**config.mk**
```make
export PLATFORM = sky130hd
export DESIGN_NAME = result_display
export DESIGN_NICKNAME = d
export VERILOG_FILES = /design/src/rtl/display_pkg.sv /design/src/rtl/hex_to_seg7.sv /design/src/rtl/result_display.sv
export SDC_FILE = /design/constraint.sdc
export NUM_CORES = 1
export LEC_CHECK = 0
export ABC_CLOCK_PERIOD_IN_PS = 4900
export BUFFER_PORTS_ARGS = -buffer_cell sky130_fd_sc_hd__buf_2
export CELL_PAD_IN_SITES_DETAIL_PLACEMENT = 1
export CELL_PAD_IN_SITES_GLOBAL_PLACEMENT = 2
export CORE_UTILIZATION = 41
export DETAILED_ROUTE_END_ITERATION = 6
export PLACE_DENSITY_LB_ADDON = 0.3
export SLEW_MARGIN = 25
export SYNTH_ARGS = -nofsm -noshare
export SYNTH_HDL_FRONTEND = slang
export SYNTH_SLANG_ARGS = --single-unit
```
**constraint.sdc**
```tcl
create_clock -name clk -period 4.9 [get_ports clk]
set_input_delay 0.98 -clock clk [delete_from_list [all_inputs] [get_ports clk]]
set_output_delay 0.98 -clock clk [all_outputs]
set_load 0.01 [all_outputs]
```
**src/rtl/display_pkg.sv**
```systemverilog
// Shared constants for the comparator result display: segment glyphs
// (active-low {dp,g,f,e,d,c,b,a}), display FSM states, and the bit layout
// of the comparator code field.
package display_pkg;

  localparam int unsigned OPND_W = 4;
  localparam int unsigned CODE_W = 5;
  localparam int unsigned SEG_W  = 8;
  localparam int unsigned DIG_W  = 2;
  localparam int unsigned AN_W   = 4;
  localparam int unsigned CNT_W  = 20;

  // Bit positions inside the comparator code field; bits 4:3 are reserved.
  localparam int unsigned CODE_EQ_BIT = 0;
  localparam int unsigned CODE_LT_BIT = 1;
  localparam int unsigned CODE_GT_BIT = 2;

  localparam logic [CODE_W-1:0] CODE_EQ = CODE_W'(1) << CODE_EQ_BIT;
  localparam logic [CODE_W-1:0] CODE_LT = CODE_W'(1) << CODE_LT_BIT;
  localparam logic [CODE_W-1:0] CODE_GT = CODE_W'(1) << CODE_GT_BIT;

  localparam logic [SEG_W-1:0] SEG_GT    = 8'hBB;
  localparam logic [SEG_W-1:0] SEG_LT    = 8'hAF;
  localparam logic [SEG_W-1:0] SEG_EQ    = 8'hB7;
  localparam logic [SEG_W-1:0] SEG_ERR_E = 8'h86;
  localparam logic [SEG_W-1:0] SEG_BLANK = 8'hFF;

  // Hex digit glyphs 0..F, decimal point always off.
  localparam logic [SEG_W-1:0] SEG_HEX [16] = '{
    8'hC0, 8'hF9, 8'hA4, 8'hB0, 8'h99, 8'h92, 8'h82, 8'hF8,
    8'h80, 8'h90, 8'h88, 8'h83, 8'hC6, 8'hA1, 8'h86, 8'h8E
  };

  typedef enum logic [1:0] {
    ST_BLANK = 2'd0,
    ST_SHOW  = 2'd1,
    ST_ERR   = 2'd2
  } state_t;

  // All-zero code means the comparator is disabled; a clean one-hot
  // relation is displayable; everything else is a malformed result.
  function automatic state_t decode_code(input logic [CODE_W-1:0] c);
    if (c == '0)
      return ST_BLANK;
    if (c == CODE_EQ || c == CODE_LT || c == CODE_GT)
      return ST_SHOW;
    return ST_ERR;
  endfunction

endpackage

```
**src/rtl/hex_to_seg7.sv**
```systemverilog
// Combinational hex-digit to active-low 7-segment glyph decoder.
// Ports: i_hex - 4-bit nibble; o_seg_c - glyph {dp,g,f,e,d,c,b,a}, dp off.
module hex_to_seg7
  import display_pkg::*;
(
  input  logic [OPND_W-1:0] i_hex,
  output logic [SEG_W-1:0]  o_seg_c
);

  assign o_seg_c = SEG_HEX[i_hex];

endmodule

```
**src/rtl/result_display.sv**
```systemverilog
// Multiplexed 4-digit display of a comparator result: "a rel b _".
// Ports: clk, rst (async active-high); valid strobe captures a, b, code;
//        an - active-low digit enables (an[3] leftmost), registered;
//        seg - active-low segments {dp,g,f,e,d,c,b,a}, registered.
module result_display
  import display_pkg::*;
#(
  parameter int unsigned SCAN_DIV = 100000
) (
  input  logic              clk,
  input  logic              rst,
  input  logic              valid,
  input  logic [OPND_W-1:0] a,
  input  logic [OPND_W-1:0] b,
  input  logic [CODE_W-1:0] code,
  output logic [AN_W-1:0]   an,
  output logic [SEG_W-1:0]  seg
);

  localparam logic [CNT_W-1:0] CNT_LAST = CNT_W'(SCAN_DIV - 1);

  state_t            r_state;
  state_t            w_state_nxt;
  logic [OPND_W-1:0] r_a;
  logic [OPND_W-1:0] r_b;
  logic [CODE_W-1:0] r_code;
  logic [CNT_W-1:0]  r_cnt;
  logic [DIG_W-1:0]  r_dig;
  logic [AN_W-1:0]   r_an;
  logic [SEG_W-1:0]  r_seg;

  logic              w_cnt_wrap;
  logic [DIG_W-1:0]  w_dig_nxt;
  logic [SEG_W-1:0]  w_seg_a;
  logic [SEG_W-1:0]  w_seg_b;
  logic [SEG_W-1:0]  w_seg_rel;
  logic [SEG_W-1:0]  w_seg_nxt;

  hex_to_seg7 u_hex_a (.i_hex(r_a), .o_seg_c(w_seg_a));
  hex_to_seg7 u_hex_b (.i_hex(r_b), .o_seg_c(w_seg_b));

  // Free-running scan: digit index walks 3->2->1->0->3 on each wrap.
  assign w_cnt_wrap = (r_cnt == CNT_LAST);
  assign w_dig_nxt  = w_cnt_wrap ? (r_dig - DIG_W'(1)) : r_dig;

  // FSM next state: only a valid strobe moves the display mode.
  always_comb begin
    w_state_nxt = r_state;
    if (valid)
      w_state_nxt = decode_code(code);
  end

  // Relation glyph from the held code; only one-hot codes reach SHOW.
  always_comb begin
    w_seg_rel = SEG_EQ;
    case (r_code)
      CODE_GT: w_seg_rel = SEG_GT;
      CODE_LT: w_seg_rel = SEG_LT;
      default: w_seg_rel = SEG_EQ;
    endcase
  end

  // Glyph for the digit that becomes active on this edge, from held data,
  // so seg stays aligned with an and a capture shows one edge later.
  always_comb begin
    w_seg_nxt = SEG_BLANK;
    case (r_state)
      ST_SHOW: begin
        case (w_dig_nxt)
          2'd3:    w_seg_nxt = w_seg_a;
          2'd2:    w_seg_nxt = w_seg_rel;
          2'd1:    w_seg_nxt = w_seg_b;
          default: w_seg_nxt = SEG_BLANK;
        endcase
      end
      ST_ERR: begin
        if (w_dig_nxt == 2'd3)
          w_seg_nxt = SEG_ERR_E;
      end
      default: w_seg_nxt = SEG_BLANK;
    endcase
  end

  // State, holding and scan registers.
  always_ff @(posedge clk or posedge rst) begin
    if (rst) begin
      r_state <= ST_BLANK;
      r_a     <= '0;
      r_b     <= '0;
      r_code  <= '0;
      r_cnt   <= '0;
      r_dig   <= '0;
      r_an    <= 4'b1110;
      r_seg   <= SEG_BLANK;
    end else begin
      r_state <= w_state_nxt;
      if (valid) begin
        r_a    <= a;
        r_b    <= b;
        r_code <= code;
      end
      r_cnt <= w_cnt_wrap ? '0 : (r_cnt + CNT_W'(1));
      r_dig <= w_dig_nxt;
      r_an  <= ~(AN_W'(1) << w_dig_nxt);
      r_seg <= w_seg_nxt;
    end
  end

  assign an  = r_an;
  assign seg = r_seg;

endmodule

```
======== Word-level counts from Yosys, hierarchy flattened ========
Memory sizes are Yosys's and may differ from the RTL's.
Cells that the tools add are included.
storage, ports and cells
  input bits .............................. 16
  output and inout port bits .............. 12
  memories kept ........................... 2
  word-level logic and storage cells ...... 51
  bits in read-only memories .............. 256
  register bits ........................... 49
memories
  name             depth  bits a word  rd ports  clocked after memory_dff  write ports  RTL line           RTL
  (no name shown)  16     8            1         0                         0            hex_to_seg7.sv:10  assign o_seg_c = SEG_HEX[i_hex];
  (no name shown)  16     8            1         0                         0            hex_to_seg7.sv:10
cells by class
  equal/unequal tests ..................... 11
  bitwise gates (word level) .............. 3
  magnitude comparators ................... 2
  reductions and logical operators ........ 3
  shift-type cells ........................ 1
  muxes and demuxes ....................... 19
  add/subtract/negate cells ............... 2
operator list
  cell                                                                     number
  8-bit 2-to-1 mux                                                         4
  8-bit one-hot mux with 3 select lines                                    1
  20-bit by 1-bit adder with 20-bit output, second input constant          1
  20-bit by 17-bit equality test with 1-bit output, second input constant  1
  20-bit 2-to-1 mux                                                        1
  8-bit one-hot mux with 2 select lines                                    1
  5-bit by 2-bit equality test with 1-bit output, second input constant    2
  5-bit by 3-bit equality test with 1-bit output, second input constant    2
  5-bit >= comparator, second input constant                               2
  2-bit 2-to-1 mux                                                         5
  4-bit NOT with 5-bit output                                              2
  5-bit one-hot mux with 2 select lines                                    1
  7-bit 2-to-1 mux                                                         1
  2-bit equality test, second input constant                               3
  5-bit by 1-bit equality test with 1-bit output, second input constant    1
  5-bit zero test                                                          1
  1-bit 2-to-1 mux                                                         5
  2-bit by 1-bit equality test with 1-bit output, second input constant    2
  4-bit NOT                                                                1
  1-bit by 2-bit << shifter with 4-bit output, first input constant        1
  1-bit logical OR                                                         2
  2-bit by 1-bit subtractor with 2-bit output, second input constant       1

======== Depth between registers and ports, before layout ========
Gate-level depths: netlist (run 1).
  depth after elaboration ................. 8
  mapped depth ............................ 9
  mapped depth without buffers ............ 8

======== By module ========
Synthesis (run 1) repeated with hierarchy kept, for this count alone.
unflattened totals
  cells, all modules ...................... 288
  area, all modules ....................... 3026.7 um^2
by module, submodules not included
  module                  area each (um^2)  sequential area each (um^2)  instances  cells an instance
  result_display          2464.9            1239.9                       1          216
  hex_to_seg7 at u_hex_b  286.5             0.0                          1          34
  hex_to_seg7 at u_hex_a  275.3             0.0                          1          38

======== Worst setup path before layout (run 1) ========
OpenSTA, ideal clock, no wires.
  kind .................................... register -> register
  start point ............................. reg r_cnt[5]
  end point ............................... reg r_seg[3], in the netlist seg[3]
  data required time ...................... 4.800 ns
  clock period less this slack ............ 2.083 ns
  slack ................................... 2.817 ns
  stages on the path, launching flop included .. 7
  setup time .............................. 0.100 ns
  arrival ................................. 1.983 ns
  path buffers ............................ 2
  path through ............................ dfrtp_1 -> or4_4 -> or3_1 -> buf_6 -> buf_6 -> o311ai_2 -> o211ai_1
on the way
  cells in the longest elaborated chain, start to end .. 5
  elaborated cells on any way between the ends .. 8
  classes of those cells .................. eq/ne (4); mux (4)
RTL lines
  element                                                                    RTL line                                    RTL
  start: declaration                                                         result_display.sv:27                        logic [CNT_W-1:0] r_cnt;
  start signal: assignment                                                   result_display.sv:102                       r_cnt <= w_cnt_wrap ? '0 : (r_cnt + CNT_W'(1));
  20-bit by 17-bit equality test with 1-bit output (*)                       result_display.sv:43                        assign w_cnt_wrap = (r_cnt == CNT_LAST);
  2-bit 2-to-1 mux (*)                                                       result_display.sv:44                        assign w_dig_nxt = w_cnt_wrap ? (r_dig - DIG_W'(1)) : r_dig;
  2-bit by 1-bit equality test with 1-bit output (tied with other cells)     result_display.sv:69                        case (w_dig_nxt)
  8-bit one-hot mux with 3 select lines or 7-bit 2-to-1 mux (tied branches)  result_display.sv:69, result_display.sv:77
  8-bit one-hot mux with 2 select lines (*)                                  result_display.sv:67                        case (r_state)
  via w_seg_nxt[3]                                                           result_display.sv:37                        logic [SEG_W-1:0] w_seg_nxt;
  end signal: assignment                                                     result_display.sv:105                       r_seg <= w_seg_nxt;
  end: declaration                                                           result_display.sv:30                        logic [SEG_W-1:0] r_seg;
Mark *: on every way through the listed nets, which the timed path passes. The rest lies on a longest branch.
A chain may end at the register's enable or synchronous reset.

======== Worst setup path in the final report (run 1) ========
  start point ............................. reg r_cnt[0]
  end point ............................... reg r_seg[4], in the netlist seg[4]
Same word-level chain as after synthesis.

==> results of run 1 <==
## cell usage in the layout (no fill, tap or decap), types with 2 or more instances in the layout
master / Yosys / final
inv_1: 14 / 13
clkbuf_8: 0 / 5
a21oi_1: 7 / 7
a31oi_1: 2 / 2
bufinv_16: 0 / 2
nand4_1: 2 / 2
xnor2_1: 9 / 9
o311ai_2: 2 / 2
nor2b_1: 6 / 6
nand2b_1: 2 / 2
or3_1: 3 / 3
nor2_1: 25 / 25
o31ai_1: 2 / 2
a22oi_1: 3 / 3
dfstp_2: 10 / 10
xor2_1: 12 / 12
o21ai_0: 20 / 20
and3_1: 5 / 5
o22ai_1: 2 / 2
nand2_1: 23 / 23
buf_2: 1 / 26
mux2i_1: 12 / 12
mux2_2: 12 / 12
nand3_1: 15 / 15
dfrtp_1: 38 / 38
ha_1: 17 / 17
o211ai_1: 5 / 5
nor3b_1: 2 / 2
nor3_1: 4 / 4
nor4_1: 2 / 2
## stage by stage
step | area, um^2 | hold slack [ps]
detailed placement | 2998 | 486.5
finish | 3143 | 496.5
global route | 3143 | 515.8
global placement | 2998 | 464.4
floorplan | 2844 | 446.7
CTS | 3136 | 505.2
## worst min path at each step
stage / startpoint / end / slack (ps)
floorplan: r_cnt[19] / r_cnt[19] / 450
global placement: r_cnt[19] / r_cnt[19] / 460
detailed placement: r_cnt[8] / r_cnt[8] / 490
CTS: r_cnt[8] / r_cnt[8] / 510
global route: r_cnt[19] / r_cnt[19] / 520
finish: r_cnt[19] / r_cnt[19] / 500
## power breakdown
| part | switching, mW | leakage, nW | internal [mW] |
|---|---|---|---|
| Combinational | 0.0711 | 0.724 | 0.0525 |
| Clock | 0.146 | 0.0687 | 0.206 |
| Sequential | 0.0203 | 0.590 | 0.419 |
| Total | 0.237 | 1.38 | 0.677 |
## cell type report
cell class / instances / share of cell area, %
Clock buffer: 5 / 2.189
Clock inverter: 3 / 2.189
Inverter: 14 / 1.712
Multi-Input combinational cell: 211 / 48.09
Sequential cell: 48 / 38.61
Tap cell: 77 / 3.065
Timing Repair Buffer: 26 / 4.140
## per-layer routing
metal | GRT usage, % | vias to the layer above
met5 | 0 | -
met1 | 25.79 | 1026
met3 | 2.918 | 6
met2 | 30.43 | 30
met4 | 4.091 | 0
li1 | - | 1031
## logic make-up after synthesis
| group | Yosys count | share of synthesized area (%) |
|---|---|---|
| flops | 48 | 42.67 |
| compound gates | 51 | 12.14 |
| mux | 25 | 9.767 |
| buf+inv | 28 | 4.399 |
| other cells | 1 | 0.1319 |
| fa+ha+maj | 18 | 7.831 |
| xor+xnor | 21 | 6.467 |
| simple gates | 95 | 16.59 |
## registers in the layout, indices dropped and copies added, names as in the netlist
name / cells
an: 4
r_a: 4
seg: 7
r_cnt: 20
r_code: 5
r_state: 2
r_dig: 2
r_b: 4
## cells in the mapped netlist, types with 4 or more instances
master	instances	share of area [%]
nor2b_1	6	1.3
xor2_1	12	3.7
mux2_2	12	4.8
nand3_1	15	2.6
a21oi_1	7	1.2
dfstp_2	10	9.2
nor2_1	25	3.3
and3_1	5	1.1
nand2_1	23	3.0
mux2i_1	12	4.2
o211ai_1	5	1.3
nor3_1	4	0.70
dfrtp_1	38	33
clkbuf_1	8	1.1
ha_1	17	7.5
xnor2_1	9	2.8
inv_1	14	1.8
o21ai_0	20	3.5
## worst max-delay path: stages, from the launching register on
cell and delay [ps]:
dfrtp_1 420, ha_1 230, and3_1 200, nand3_1 250, or3_1 590, a31oi_4 160
a21oi_1 430, o211ai_1 180
==> results_dict.tcl, run 1 <==
set metrics [dict create \
    outcome "completed" \
    cts.hold.buffers_added 0 \
    ys_seq_area_share_pct 42.67 \
    fin_nets 339 \
    post_cts_buffers 0 \
    yosysUniqueCellTypes 49 \
    met3_length_um 118 \
    cts_max_path_buffers 2 \
    synth_edf_count 0 \
    cts_buffers 5 \
    core_mm2 0.006531 \
    rsz0062_at_grt "no" \
    reg2regPathDepth 7 \
    powerDensity_mw_per_mm2 290.7 \
    grt_overflow 0 \
    port-buffer-count 26 \
    nFillCells 736 \
    dpl.cell_count 376 \
    grt_max_degree 49 \
    fin_crit_ps 2570 \
    power_leakage_nw 1.383 \
    fp-row-count 29 \
    met1_length_um 3103 \
    die_w_um 85.29 \
    irDropWorstVdd_mv 0.1483 \
    setup_viol 0 \
    post-dp-hpwl_um 4457 \
    cts_tree "yes" \
    cts.reportedPaths.clkPinSlew_ps 100 \
    critPathArrivalTime_ps 2770 \
    drive_gt1_share_pct 21.17 \
    initial_utilization_pct 43.54 \
    grt_pass1_wl_um 10490 \
    instances_no_fill 384 \
    syn_nets 320 \
    max_freq_ghz 0.3892 \
    antenna_found_initial 0 \
    wl_per_cell_um 16.13 \
    reg2reg_to "seg[4]" \
    critPathLaunch "r_cnt[0]" \
    grt_usage_pct 18.47 \
    highest_layer "met4" \
    slew_violations 0 \
    cts_sinks 48 \
    final.period_utilization_pct 52.44 \
    cts-root-buf "clkbuf_8" \
    fp.dieH_um 85.29 \
    syn_area_mm2 0.002844 \
    cp_data_required_time_ps 5100 \
    seq_area_mm2 0.001214 \
    drt_iter0_drc 113 \
    startpoint_type "register" \
    drt.antenna.violating_nets 0 \
    tightest_slew_ps 845.7 \
    crit_fanout 15 \
    crit_type "reg2reg" \
    dr_total_vias 2093 \
    crit_end "seg[4]" \
    wl_met2_um 2913 \
    setup_ws_ps 2330 \
    ios 28 \
    cp-end-kind "register" \
    rrSetupSlack_ps 2330 \
    grt_pass1_vias 2073 \
    cts-resized-gates 0 \
    hp-class "reg2reg" \
    syn_to_final_growth_pct 10.51 \
    final.setup.tns_ps 0 \
    viasPerCell 5.451 \
    clk_latency_ps 300 \
    die_area_mm2 0.007274 \
    multiInputGateArea_mm2 0.001511 \
    wl_um 6195 \
    synthArstFlopShare_pct 100.0 \
    drtPass1Iterations 4 \
    drc 0 \
    utilization_pct 48.12 \
    hold_depth 1 \
    rr_startpoint "r_cnt[0]" \
    yosysWarnings 0 \
    hold_violations 0 \
    max_slew_margin_pct 43.62 \
    maxCapViolations 0 \
    antenna_cells 0 \
    dp_slack_ps 2332 \
    fin_worst_skew_ps 6.320 \
    synthCells 287 \
    gp_congestion 0.7625 \
    ys_seq_elements 48 \
    synth_ff_type "dfrtp_1" \
    syn_avg_cell_area_um2 9.909 \
    total_power_mw 0.9137 \
    h-tree-depth 2 \
]
Power figures use the tool's default switching activity.
==> inputs of run 2 (changes only) <==
ABC_CLOCK_PERIOD_IN_PS = 2400   (was 4900)
CORE_UTILIZATION = 38   (was 41)
clock period = 2.4 ns   (was 4.9 ns; I/O delays follow)
==> results_dict.tcl, run 2 (same netlist as run 1, synthesis figures left out) <==
set metrics [dict create \
    outcome "completed" \
    fin_nets 346 \
    post_cts_buffers 0 \
    final.period_utilization_pct 93.30 \
    cts_max_path_buffers 2 \
    antenna_cells 0 \
    fp.dieH_um 88.51 \
    regMostFlops "r_cnt" \
    cp_data_required_time_ps 2620 \
    gp_congestion 0.7447 \
    maxCapViolations 0 \
    port-buffer-count 26 \
    cts.reportedPaths.clkPinSlew_ps 90 \
    cp-end-kind "register" \
    power_leakage_nw 1.400 \
    die_w_um 88.51 \
    setup_viol 0 \
    h-tree-depth 2 \
    crit_fanout 12 \
    hp-class "in2async" \
    fin_worst_skew_ps 9.102 \
    highest_layer "met4" \
    total_power_mw 1.727 \
    viasPerCell 5.097 \
    largest_reg_flops 20 \
    dpl.cell_count 405 \
    grt_pass1_vias 2122 \
    tightest_slew_ps 615.3 \
    fin_crit_ps 2239 \
    grt_max_degree 49 \
    grt_pass1_wl_um 10580 \
    layout_commonest_cell "dfrtp_1" \
    post-dp-hpwl_um 4619 \
    cts_tree "yes" \
    drt_iter0_drc 82 \
    startpoint_type "register" \
    final_cell_mix "dfrtp_1 (38), buf_2 (26), nor2_1 (25), nand2_1 (23), o21ai_0 (20)" \
    met1_length_um 2991 \
    irDropWorstVdd_mv 0.2596 \
    wl_per_cell_um 14.76 \
    hold_violations 0 \
    max_slew_margin_pct 58.98 \
    antenna_found_initial 0 \
    grt_usage_pct 17.75 \
    final_area_mm2 0.003198 \
    final.setup.tns_ps 0 \
    dp_slack_ps 54.16 \
    critPathArrivalTime_ps 2460 \
    slew_violations 0 \
    core_mm2 0.007253 \
    cts_sinks 48 \
    drt.antenna.violating_nets 0 \
    die_area_mm2 0.007834 \
    powerDensity_mw_per_mm2 539.9 \
    wl_met2_um 2840 \
    syn_to_final_growth_pct 12.45 \
    drive_gt1_share_pct 23.25 \
    place_area_mm2 0.003078 \
    cts_buffers 5 \
    instances_no_fill 413 \
    setup_ws_ps 160.9 \
    rsz0062_at_grt "no" \
    wl_um 6094 \
    cts.hold.buffers_added 0 \
    dr_total_vias 2105 \
    drtPass1Iterations 4 \
    clk_latency_ps 300 \
    grt_overflow 0 \
    ios 28 \
    cts-root-buf "clkbuf_8" \
    crit_type "reg2reg" \
    fp-row-count 31 \
    initial_utilization_pct 39.21 \
    max_freq_ghz 0.4466 \
    met3_length_um 195 \
    drc 0 \
]
## run 2: path summary, 6_finish.rpt
check                           from    endpoint  slack (ps)  cells after the start
max in group asynchronous        rst  r_state[0]        1650                      3
setup reg to reg            r_cnt[0]      seg[4]         160                      8
setup / recovery            r_cnt[0]      seg[4]         160                      8
hold / removal                   rst    r_cnt[3]         320                      3
min in group clk                a[0]      r_a[0]         380                      3
hold reg to reg            r_cnt[19]   r_cnt[19]         490                      1
## run 2: area by class of cell
type                       instances  area, um^2
inverter                          14       52.55
clock inverter                     1       30.03
tap                               99       123.9
clock buffer                       7       76.32
fill                             851        4055
multi-input combinational        211        1519
sequential                        48        1214
timing repair buffer              33       182.7
## run 2: routing by layer
metal	global-route usage [%]	vias to the layer above
met5	0	-
met3	3.545	5
met4	4.839	0
met1	24.46	1024
met2	28.46	31
li1	-	1045
## run 2: per-stage QoR
stage,hold WS [ps],util (%)
floorplan,446.7,-
global placement,462.4,42.44
detailed placement,472.8,42.44
CTS,358.1,43.90
global route,382.9,44.09
finish,322.8,44.09
## run 2: worst max-delay path: stages (launching register included)
cell and delay (ps):
dfrtp_1 410, ha_1 210, and3_1 250, nand3_2 170, or3_4 440, buf_4 200
mux2i_1 180, mux2i_1 120, o211ai_1 180
## run 2: repair_timing
item	4_1_cts	5_1_grt
gates resized for setup	0	3
setup endpoints to repair	0	7
hold endpoints to repair	0	0
## run 2: power by group
part / internal, mW / switching [mW]
Combinational: 0.108 / 0.141
Sequential: 0.855 / 0.0411
Clock: 0.312 / 0.269
Total: 1.28 / 0.451
